**config.mk**
```make
export PLATFORM = sky130hd
export DESIGN_NAME = seq_det_ctrl
export DESIGN_NICKNAME = d
export VERILOG_FILES = /design/src/rtl/seq_det_pkg.sv /design/src/rtl/seq_shift_match.sv /design/src/rtl/seq_det_ctrl.sv
export SDC_FILE = /design/constraint.sdc
export NUM_CORES = 1
export LEC_CHECK = 0
export BUFFER_PORTS_ARGS = -buffer_cell sky130_fd_sc_hd__buf_4
export CAP_MARGIN = 15
export CELL_PAD_IN_SITES_DETAIL_PLACEMENT = 1
export CELL_PAD_IN_SITES_GLOBAL_PLACEMENT = 2
export CORE_ASPECT_RATIO = 1.1
export CORE_MARGIN = 5
export CORE_UTILIZATION = 37
export CTS_CLUSTER_SIZE = 16
export DETAILED_ROUTE_END_ITERATION = 16
export GPL_TIMING_DRIVEN = 0
export PLACE_DENSITY_LB_ADDON = 0.1
export SKIP_CTS_REPAIR_TIMING = 1
export SYNTH_ARGS = -nofsm -noshare
export SYNTH_HDL_FRONTEND = slang
export SYNTH_SLANG_ARGS = --single-unit
```
**constraint.sdc**
```tcl
create_clock -name clk -period 6.5 [get_ports clk]
set_input_delay 0.65 -clock clk [delete_from_list [all_inputs] [get_ports clk]]
set_output_delay 0.65 -clock clk [all_outputs]
set_load 0.05 [all_outputs]
```
**src/rtl/seq_det_pkg.sv**
```systemverilog
// Shared types and default sizing for the serial pattern detector and its run-control wrapper.
package seq_det_pkg;

  localparam int SD_MAX_LEN = 16;
  localparam int SD_CNT_W   = 8;
  localparam int SD_WIN_W   = 16;
  localparam int SD_LEN_W   = $clog2(SD_MAX_LEN) + 1;

  typedef enum logic [1:0] {
    IDLE  = 2'd0,
    ARMED = 2'd1,
    DONE  = 2'd2
  } state_t;

  typedef struct packed {
    logic [SD_MAX_LEN-1:0] pattern;
    logic [SD_LEN_W-1:0]   len;
    logic                  overlap;
    logic [SD_CNT_W-1:0]   target;
    logic [SD_WIN_W-1:0]   window;
  } cfg_t;

  function automatic logic len_legal(input logic [SD_LEN_W-1:0] len);
    return (len != '0) && (len <= SD_LEN_W'(SD_MAX_LEN));
  endfunction

endpackage

```
**src/rtl/seq_shift_match.sv**
```systemverilog
// Serial shift register with fill tracking; flags whether the bit on i_x completes the pattern.
module seq_shift_match
  import seq_det_pkg::*;
#(
  parameter int MAX_LEN = SD_MAX_LEN
) (
  input  logic                         clk,
  input  logic                         reset,
  input  logic                         i_shift_en,
  input  logic                         i_clear,
  input  logic                         i_x,
  input  logic [MAX_LEN-1:0]           i_pattern,
  input  logic [$clog2(MAX_LEN):0]     i_len,
  output logic                         o_match_next
);

  localparam int LEN_W  = $clog2(MAX_LEN) + 1;
  localparam int FILL_W = LEN_W + 1;

  logic [MAX_LEN-1:0] r_shift;
  logic [LEN_W-1:0]   r_fill;
  logic [MAX_LEN-1:0] w_shift_next;
  logic [MAX_LEN-1:0] w_mask;
  logic               w_filled;

  assign w_shift_next = {r_shift[MAX_LEN-2:0], i_x};

  always_comb begin
    w_mask = '0;
    for (int i = 0; i < MAX_LEN; i++) begin
      w_mask[i] = (i < int'(i_len));
    end
  end

  // The incoming bit counts toward the fill, hence the +1 before comparing to len.
  assign w_filled     = ({1'b0, r_fill} + FILL_W'(1)) >= {1'b0, i_len};
  assign o_match_next = w_filled && (((w_shift_next ^ i_pattern) & w_mask) == '0);

  always_ff @(posedge clk) begin
    if (!reset) begin
      r_shift <= '0;
      r_fill  <= '0;
    end else if (i_clear) begin
      r_shift <= '0;
      r_fill  <= '0;
    end else if (i_shift_en) begin
      r_shift <= w_shift_next;
      if (r_fill != LEN_W'(MAX_LEN)) begin
        r_fill <= r_fill + LEN_W'(1);
      end
    end
  end

endmodule

```
**src/rtl/seq_det_ctrl.sv**
```systemverilog
// Run-control wrapper: config handshake, arm/abort, hit and window counting, status pulses.
module seq_det_ctrl
  import seq_det_pkg::*;
#(
  parameter  int MAX_LEN = SD_MAX_LEN,
  parameter  int CNT_W   = SD_CNT_W,
  parameter  int WIN_W   = SD_WIN_W,
  localparam int LEN_W   = $clog2(MAX_LEN) + 1
) (
  input  logic               clk,
  input  logic               reset,
  // cfg_valid_i/cfg_ready_o: a config transfers on any edge where both are high;
  // cfg_ready_o depends only on state, never on cfg_valid_i.
  input  logic               cfg_valid_i,
  output logic               cfg_ready_o,
  input  logic [MAX_LEN-1:0] cfg_pattern_i,
  input  logic [LEN_W-1:0]   cfg_len_i,
  input  logic               cfg_overlap_i,
  input  logic [CNT_W-1:0]   cfg_target_i,
  input  logic [WIN_W-1:0]   cfg_window_i,
  input  logic               start_i,
  input  logic               abort_i,
  input  logic               x_valid_i,
  input  logic               x_i,
  output logic               det_o,
  output logic [CNT_W-1:0]   hit_cnt_o,
  output logic               busy_o,
  output logic               done_o,
  output logic               timeout_o,
  output logic               cfg_err_o
);

  state_t           r_state;
  state_t           w_state_next;
  cfg_t             r_cfg;
  cfg_t             w_cfg_in;
  logic             r_cfg_ok;
  logic             r_cfg_err;
  logic             r_det;
  logic             r_timeout;
  logic [CNT_W-1:0] r_hit_cnt;
  logic [CNT_W-1:0] w_hit_inc;
  logic [WIN_W-1:0] r_bit_cnt;
  logic [WIN_W-1:0] w_bit_inc;
  logic             w_idle;
  logic             w_armed;
  logic             w_cfg_take;
  logic             w_cfg_legal;
  logic             w_start_go;
  logic             w_start_bad;
  logic             w_accept;
  logic             w_match_next;
  logic             w_hit;
  logic             w_target_end;
  logic             w_window_end;
  logic             w_clear;

  assign w_idle      = (r_state == IDLE);
  assign w_armed     = (r_state == ARMED);
  assign w_cfg_take  = w_idle & cfg_valid_i;
  assign w_cfg_legal = len_legal(cfg_len_i);
  // A config in the same cycle as start wins; the start is dropped entirely.
  assign w_start_go  = w_idle & ~cfg_valid_i & start_i & r_cfg_ok;
  assign w_start_bad = w_idle & ~cfg_valid_i & start_i & ~r_cfg_ok;
  assign w_accept    = w_armed & x_valid_i & ~abort_i;
  assign w_hit       = w_accept & w_match_next;
  assign w_hit_inc   = (&r_hit_cnt) ? r_hit_cnt : r_hit_cnt + CNT_W'(1);
  assign w_bit_inc   = r_bit_cnt + WIN_W'(1);

  assign w_target_end = w_hit & (r_cfg.target != '0) & (w_hit_inc == r_cfg.target);
  assign w_window_end = w_accept & (r_cfg.window != '0) & (w_bit_inc == r_cfg.window);
  assign w_clear      = w_start_go | (w_hit & ~r_cfg.overlap);

  always_comb begin
    w_cfg_in         = '0;
    w_cfg_in.pattern = cfg_pattern_i;
    w_cfg_in.len     = cfg_len_i;
    w_cfg_in.overlap = cfg_overlap_i;
    w_cfg_in.target  = cfg_target_i;
    w_cfg_in.window  = cfg_window_i;
  end

  seq_shift_match #(
    .MAX_LEN(MAX_LEN)
  ) u_match (
    .clk         (clk),
    .reset       (reset),
    .i_shift_en  (w_accept),
    .i_clear     (w_clear),
    .i_x         (x_i),
    .i_pattern   (r_cfg.pattern),
    .i_len       (r_cfg.len),
    .o_match_next(w_match_next)
  );

  always_ff @(posedge clk) begin
    if (!reset) begin
      r_state <= IDLE;
    end else begin
      r_state <= w_state_next;
    end
  end

  always_comb begin
    w_state_next = r_state;
    unique case (r_state)
      IDLE:    if (w_start_go) w_state_next = ARMED;
      ARMED: begin
        if (abort_i) begin
          w_state_next = IDLE;
        end else if (w_target_end | w_window_end) begin
          w_state_next = DONE;
        end
      end
      DONE:    w_state_next = IDLE;
      default: w_state_next = IDLE;
    endcase
  end

  always_comb begin
    cfg_ready_o = (r_state == IDLE);
    busy_o      = (r_state == ARMED);
    done_o      = (r_state == DONE);
  end

  always_ff @(posedge clk) begin
    if (!reset) begin
      r_cfg     <= '0;
      r_cfg_ok  <= 1'b0;
      r_cfg_err <= 1'b0;
      r_det     <= 1'b0;
      r_timeout <= 1'b0;
      r_hit_cnt <= '0;
      r_bit_cnt <= '0;
    end else begin
      r_det <= w_hit;
      if (w_cfg_take) begin
        if (w_cfg_legal) begin
          r_cfg     <= w_cfg_in;
          r_cfg_ok  <= 1'b1;
          r_cfg_err <= 1'b0;
        end else begin
          r_cfg_ok  <= 1'b0;
          r_cfg_err <= 1'b1;
        end
      end else if (w_start_bad) begin
        r_cfg_err <= 1'b1;
      end
      if (w_start_go) begin
        r_hit_cnt <= '0;
        r_bit_cnt <= '0;
        r_timeout <= 1'b0;
      end else if (w_accept) begin
        r_bit_cnt <= w_bit_inc;
        if (w_hit) r_hit_cnt <= w_hit_inc;
        // Reaching the target on the window's last bit is a normal finish.
        if (w_window_end & ~w_target_end) r_timeout <= 1'b1;
      end
    end
  end

  assign det_o     = r_det;
  assign hit_cnt_o = r_hit_cnt;
  assign timeout_o = r_timeout;
  assign cfg_err_o = r_cfg_err;

endmodule

```
==> results of run 1 <==
sequential cells by signal (all words and copies together) (netlist names):
| signal | count |
|---|---|
| cfg_err_o | 1 |
| hit_cnt_o | 8 |
| det_o | 1 |
| timeout_o | 1 |
| r_cfg_ok | 1 |
| u_match.r_fill | 5 |
| r_cfg | 46 |
| r_bit_cnt | 16 |
| u_match.r_shift | 15 |
| r_state | 2 |
worst max-delay path: stages:
cell,delay [ns]
buf_4,0.11
nor4bb_1,0.28
buf_2,0.33
o21ai_1,0.11
nor4_1,0.37
nand4b_1,0.16
and4bb_1,0.40
buf_2,0.26
a21o_1,0.17
buf_2,0.25
nor2_1,0.08
metal layers:
metal | track usage [%] | vias up
met5 | 0 | -
li1 | - | 2332
met3 | 2.80 | 25
met2 | 34.8 | 63
met1 | 22.7 | 2252
met4 | 8.03 | 0
cell type report:
type	instances	area [um2]
Buffer	38	173
Clock buffer	12	256
Clock inverter	3	17.5
Fill cell	1678	7570
Inverter	12	45.0
Multi-Input combinational cell	491	2970
Sequential cell	96	1920
Tap cell	188	235
Timing Repair Buffer	65	488
report_power, final:
part	internal [mW]	total, mW	switching [mW]
logic	0.0570	0.128	0.0713
clock network	0.277	0.501	0.224
registers	0.604	0.620	0.0155
Yosys cell counts (4+ instances only):
library cell,number
a21boi_0,48
a21oi_1,36
a31oi_1,4
and3_1,5
buf_2,9
clkbuf_1,24
dfxtp_1,96
ha_1,9
inv_1,12
mux2i_1,7
nand2_1,148
nand2b_1,5
nand3_1,16
nand4_1,8
nor2_1,38
nor2b_1,5
nor3_1,15
nor4_1,9
o2111ai_1,4
o21ai_0,15
xnor2_1,38
xor2_1,29
per-stage QoR:
stage	hold WS (ns)	instances
after global placement	0.455	890
final	0.466	905
after CTS	0.466	905
after floorplan	0.443	637
after global routing	0.504	905
after detailed placement	0.458	890
worst paths after layout:
path,startpoint,endpoint,slack (ns)
max,abort_i,u_match.r_fill[1]$_SDFFE_PP0P_,3.54
min,r_cfg[24]$_SDFFE_PN0P_,r_cfg[24]$_SDFFE_PN0P_,0.47
max reg2reg,r_state[1]$_SDFFE_PN0P_,u_match.r_fill[1]$_SDFFE_PP0P_,3.59
min reg2reg,r_cfg[24]$_SDFFE_PN0P_,r_cfg[24]$_SDFFE_PN0P_,0.47
cell families (layout without fill, tap and decap cells):
logic type      Yosys count  count (layout)  share of synthesized area [%]
simple gates            277             277                           25.8
xor+xnor                 67              67                           11.5
mux                       9               9                           1.81
fa+ha+maj                 9               9                           2.20
compound gates          129             129                           16.9
flops                    96              96                           37.6
buf+inv                  50             130                           4.26
==> metrics.txt, run 1 <==
Post-synth top flop dfxtp_1; H-tree depth 3; share of cells above drive strength 1 between 10% and 20%; Die ar. approximately 16000 um2; CP required 6.74 ns; total core area 13700 um2; Leak 2.25 nW; CTS tree built; Crit Path Max Fanout 10; Final Cycle Share 45.5%; Max Slew Vio Count 0; total gr overflow 0; Reg2Reg Depth 10; CTS Buf Count 9; worst setup path class in -> reg; met1 wire length 6.56 mm; nature of the critical path startpoint input port; Port-buffer cells 65; worst hold path class reg -> reg; Hold Crit Depth 2; Post-synth EDFFs 0; Mapped Area 5110 um2; RSZ-0062 raised after global routing false; Setup TNS 0 ns; die width 122 um; Cell variety after synth 62; final worst slack 3.54 ns; commonest non-fill, non-tap cell in the layout nand2_1; row cnt 45; Post-DP HPWL 11.8 mm; Tot Pwr 1.25 mW; GRT Total Usage 19.3%; routed length per placed instance 16.8 um; Seq cells post-synth 96; clk buf depth 2; initial antenna violation count 0; DRT Wirelength 15.2 mm; Yosys warnings 0; root buffer cell clkbuf_16; Worst-Margin Slew just over 0.6 ns; post-synthesis sequential area ratio a little under two fifths; Area after DPL just under 6000 um2; Clock Skew about 0.008 ns; DR top layer met4; pin count of the biggest net entering global routing 15; first-pass GRT wire length 24.9 mm; Worst-path clk slew 0.06 ns; most frequent cells in the layout nand2_1, dfxtp_1, buf_4, a21boi_0; final instance area 6110 um2; fmax 338 MHz; Area contributors post-synth dfxtp_1, nand2_1, a21boi_0, xnor2_1, xor2_1; Initial Util between 30% and 40%; ANT cells 0; area share of the largest cell type after synthesis between 30% and 40%; status finished clean; Pre-antenna DRT Iters 4; MaxCap Viol Count 0; Avg Inst Size Synth roughly 8.0 um2; Post-Syn Nets approximately 700; 1st-iter DRT viols 196; Syn-to-layout area delta 19.5%; number of global-route vias before repair 4989; via count between 4000 and 5000; maximum VDD drop 102 uV; post-layout util 44.7%; largest area contributor in the netlist dfxtp_1; Final setup viols 0; CTS sink count 96; WP data arrival 3.19 ns; Met3 Wirelength 461 um; Via density a little over 5; Final #Nets ~780; Pwr Density 204 nW/um2; I/O pins 67; FFs w/ async S/R, synth 0%; remaining antenna violation count after routing 0; chip height roughly 130 um; met2 WL roughly 8 mm; later-pin clock latency in the skew report 0.35 ns; endpoint type of the worst setup path flop; fin crit period 2.96 ns; worst slack at placement 3.19 ns; Placer Congestion 0.888; post-synthesis cell count 637; Hold Vio Cnt, Final 0; DR DRC count 0; Slew HR 59.6%
Power figures use the tool's default switching activity.
==> run 2: changes to the inputs <==
Settings changed: CORE_UTILIZATION 37 to 31.
Clock period 6.5 ns to 2.4 ns, I/O delays scaled along.
==> run 2 against run 1 <==
Effect of this change: via count is 2.1% higher; sequential share of layout area is 2.6 points lower; the flow now finishes with violations (setup timing); die area is 18% higher; final area is 11% higher; register-to-register slack worse by 3.6 ns; critical path depth is 2 lower; worst hold slack worse by 0.32 ns; worst setup slack worse by 3.6 ns; combinational power grew to 3.0 times the previous value.
==> metrics.txt, run 2 (synthesis gave the netlist of run 1 again) <==
status finished with violations; failing checks setup timing; Post-DP HPWL 12.0 mm; Buf+Inv Stages, Crit Path 1; commonest non-fill, non-tap cell in the layout nand2_1; Die ar. ~19000 um2; CP required 2.61 ns; Port-buffer cells 65; final worst slack -0.0219 ns; slowest stage delay, CP 0.54 ns; die width 132 um; critical path's slowest cell or4_4; worst hold path class in -> reg; via count approximately 4800; chip height 145 um; Biggest register r_cfg; R2R setup slack -0.02 ns; I/O pins 67; Clock Skew 0.00419 ns; DRT Wirelength 16.1 mm; Initial Util 31.4%; Pre-antenna DRT Iters 4; first-pass GRT wire length 25.3 mm; worst setup path class reg -> reg; Final setup viols 2; Via density 5.10; Hold Vio Cnt, Final 0; Syn-to-layout area delta 32.4%; Top Registers r_cfg: 46 flops, r_bit_cnt: 16 flops, u_match.r_shift: 15 flops; nature of the critical path startpoint flop; Final Cycle Share 101%; H-tree depth 3; row cnt 49; Tot Pwr 3.64 mW; fmax ~410 MHz; CTS Buf Count 9; routed length per placed instance 17.3 um; number of global-route vias before repair slightly below 5000; later-pin clock latency in the skew report 0.35 ns; delay-heaviest family, CP simple AND/OR/NAND/NOR gates; Max Slew Vio Count 0; remaining antenna violation count after routing 0; placed cell count 906; pin count of the biggest net entering global routing 16; Worst-Margin Slew roughly 0.67 ns; RSZ-0062 raised after global routing true; endpoint type of the worst setup path flop; GRT Total Usage 16.6%; share of cells above drive strength 1 26.4%; clk buf depth 2; Pwr Density about 540 nW/um2; Worst-path clk slew roughly 0.07 ns; root buffer cell clkbuf_16; total gr overflow 0; Hold Slack 0.142 ns; Placer Congestion 0.827; DR DRC count 0; MaxCap Viol Count 0; critical path cell sequence buf_4, nand3_2, o31ai_2, o31ai_1, xor2_1, or4_4, nor4b_4, nand2b_1, a21oi_1; Finished Layout Cells around 930; Crit Path Max Fanout 9; WP data arrival 2.63 ns; most frequent cells in the layout nand2_1, dfxtp_1, buf_4, a21boi_0, xnor2_1; 1st-iter DRT viols approximately 170; total core area roughly 16000 um2; Final #Nets 787; Leak 2.46 nW; CTS tree built; ANT cells 0; Setup TNS -0.0360 ns; initial antenna violation count 0; fin crit period ~2.4 ns; maximum VDD drop 335 uV; Slew HR 55.5%; CTS sink count 96; max FFs per register 46; fill count about 1900
==> run 2: cell types whose count changed in the layout (fill, tap and decap cells not counted), sizes merged <==
cell      previous run  this run
clkinv               2         3
clkinvlp             1         0
bufinv               0         2
clkbuf              36        32
inv                 12        13
buf                 79        93
==> run 2: worst reg2reg max path: cells and delay by family (launching register included) <==
family          cells  cell delay (ns)
simple gates        4             1.16
compound gates      3             0.44
flops               1             0.34
buf+inv             1             0.17
xor+xnor            1             0.16
==> run 2: worst paths after layout <==
| path | start | end | depth (start not counted) |
|---|---|---|---|
| worst max-delay path | hit_cnt_o[2]$_SDFFE_PP0P_ | timeout_o$_SDFFE_PP0P_ | 9 |
| worst min register to register | r_cfg[24]$_SDFFE_PN0P_ | r_cfg[24]$_SDFFE_PN0P_ | 2 |
| worst min-delay path | cfg_pattern_i[0] | r_cfg[30]$_SDFFE_PN0P_ | 3 |
| worst max register to register | hit_cnt_o[2]$_SDFFE_PP0P_ | timeout_o$_SDFFE_PP0P_ | 9 |
==> run 2: per-stage QoR <==
step	util, %	worst slack (ns)	area, um2
after global routing	41.5	-0.150	6770
after floorplan	-	0.0380	5150
after CTS	38.1	-0.584	6210
after detailed placement	36.1	-0.564	5890
after global placement	36.1	-0.469	5890
final	41.5	-0.0219	6770
==> run 2: per-layer routing <==
| layer | part of all wire [%] | global-route usage, % | wire length [um] |
|---|---|---|---|
| met5 | 0 | 0 | 0 |
| met4 | 2.7 | 7.55 | 436 |
| met3 | 2.5 | 2.25 | 402 |
| met2 | 50 | 30.1 | 8130 |
| met1 | 44 | 19.8 | 7150 |
==> run 2: report_power, final <==
group          total [mW]  internal, mW  leakage [nW]  switching (mW)
Clock                1.58         0.937         0.163           0.645
Combinational       0.381         0.176          1.51           0.205
Sequential           1.68          1.63         0.788          0.0483
==> run 2: final cells by class <==
| class | count | area (um2) | area share (%) |
|---|---|---|---|
| clock inverters | 6 | 81.3 | 1.20 |
| repair buffers | 81 | 667 | 9.85 |
| multi-input cells | 491 | 3330 | 49.1 |
| flip-flops and latches | 96 | 1950 | 28.9 |
| clock buffers | 10 | 239 | 3.53 |
| inverters | 12 | 47.5 | 0.702 |
| plain buffers | 34 | 203 | 2.99 |
| well taps | 204 | 255 | 3.77 |
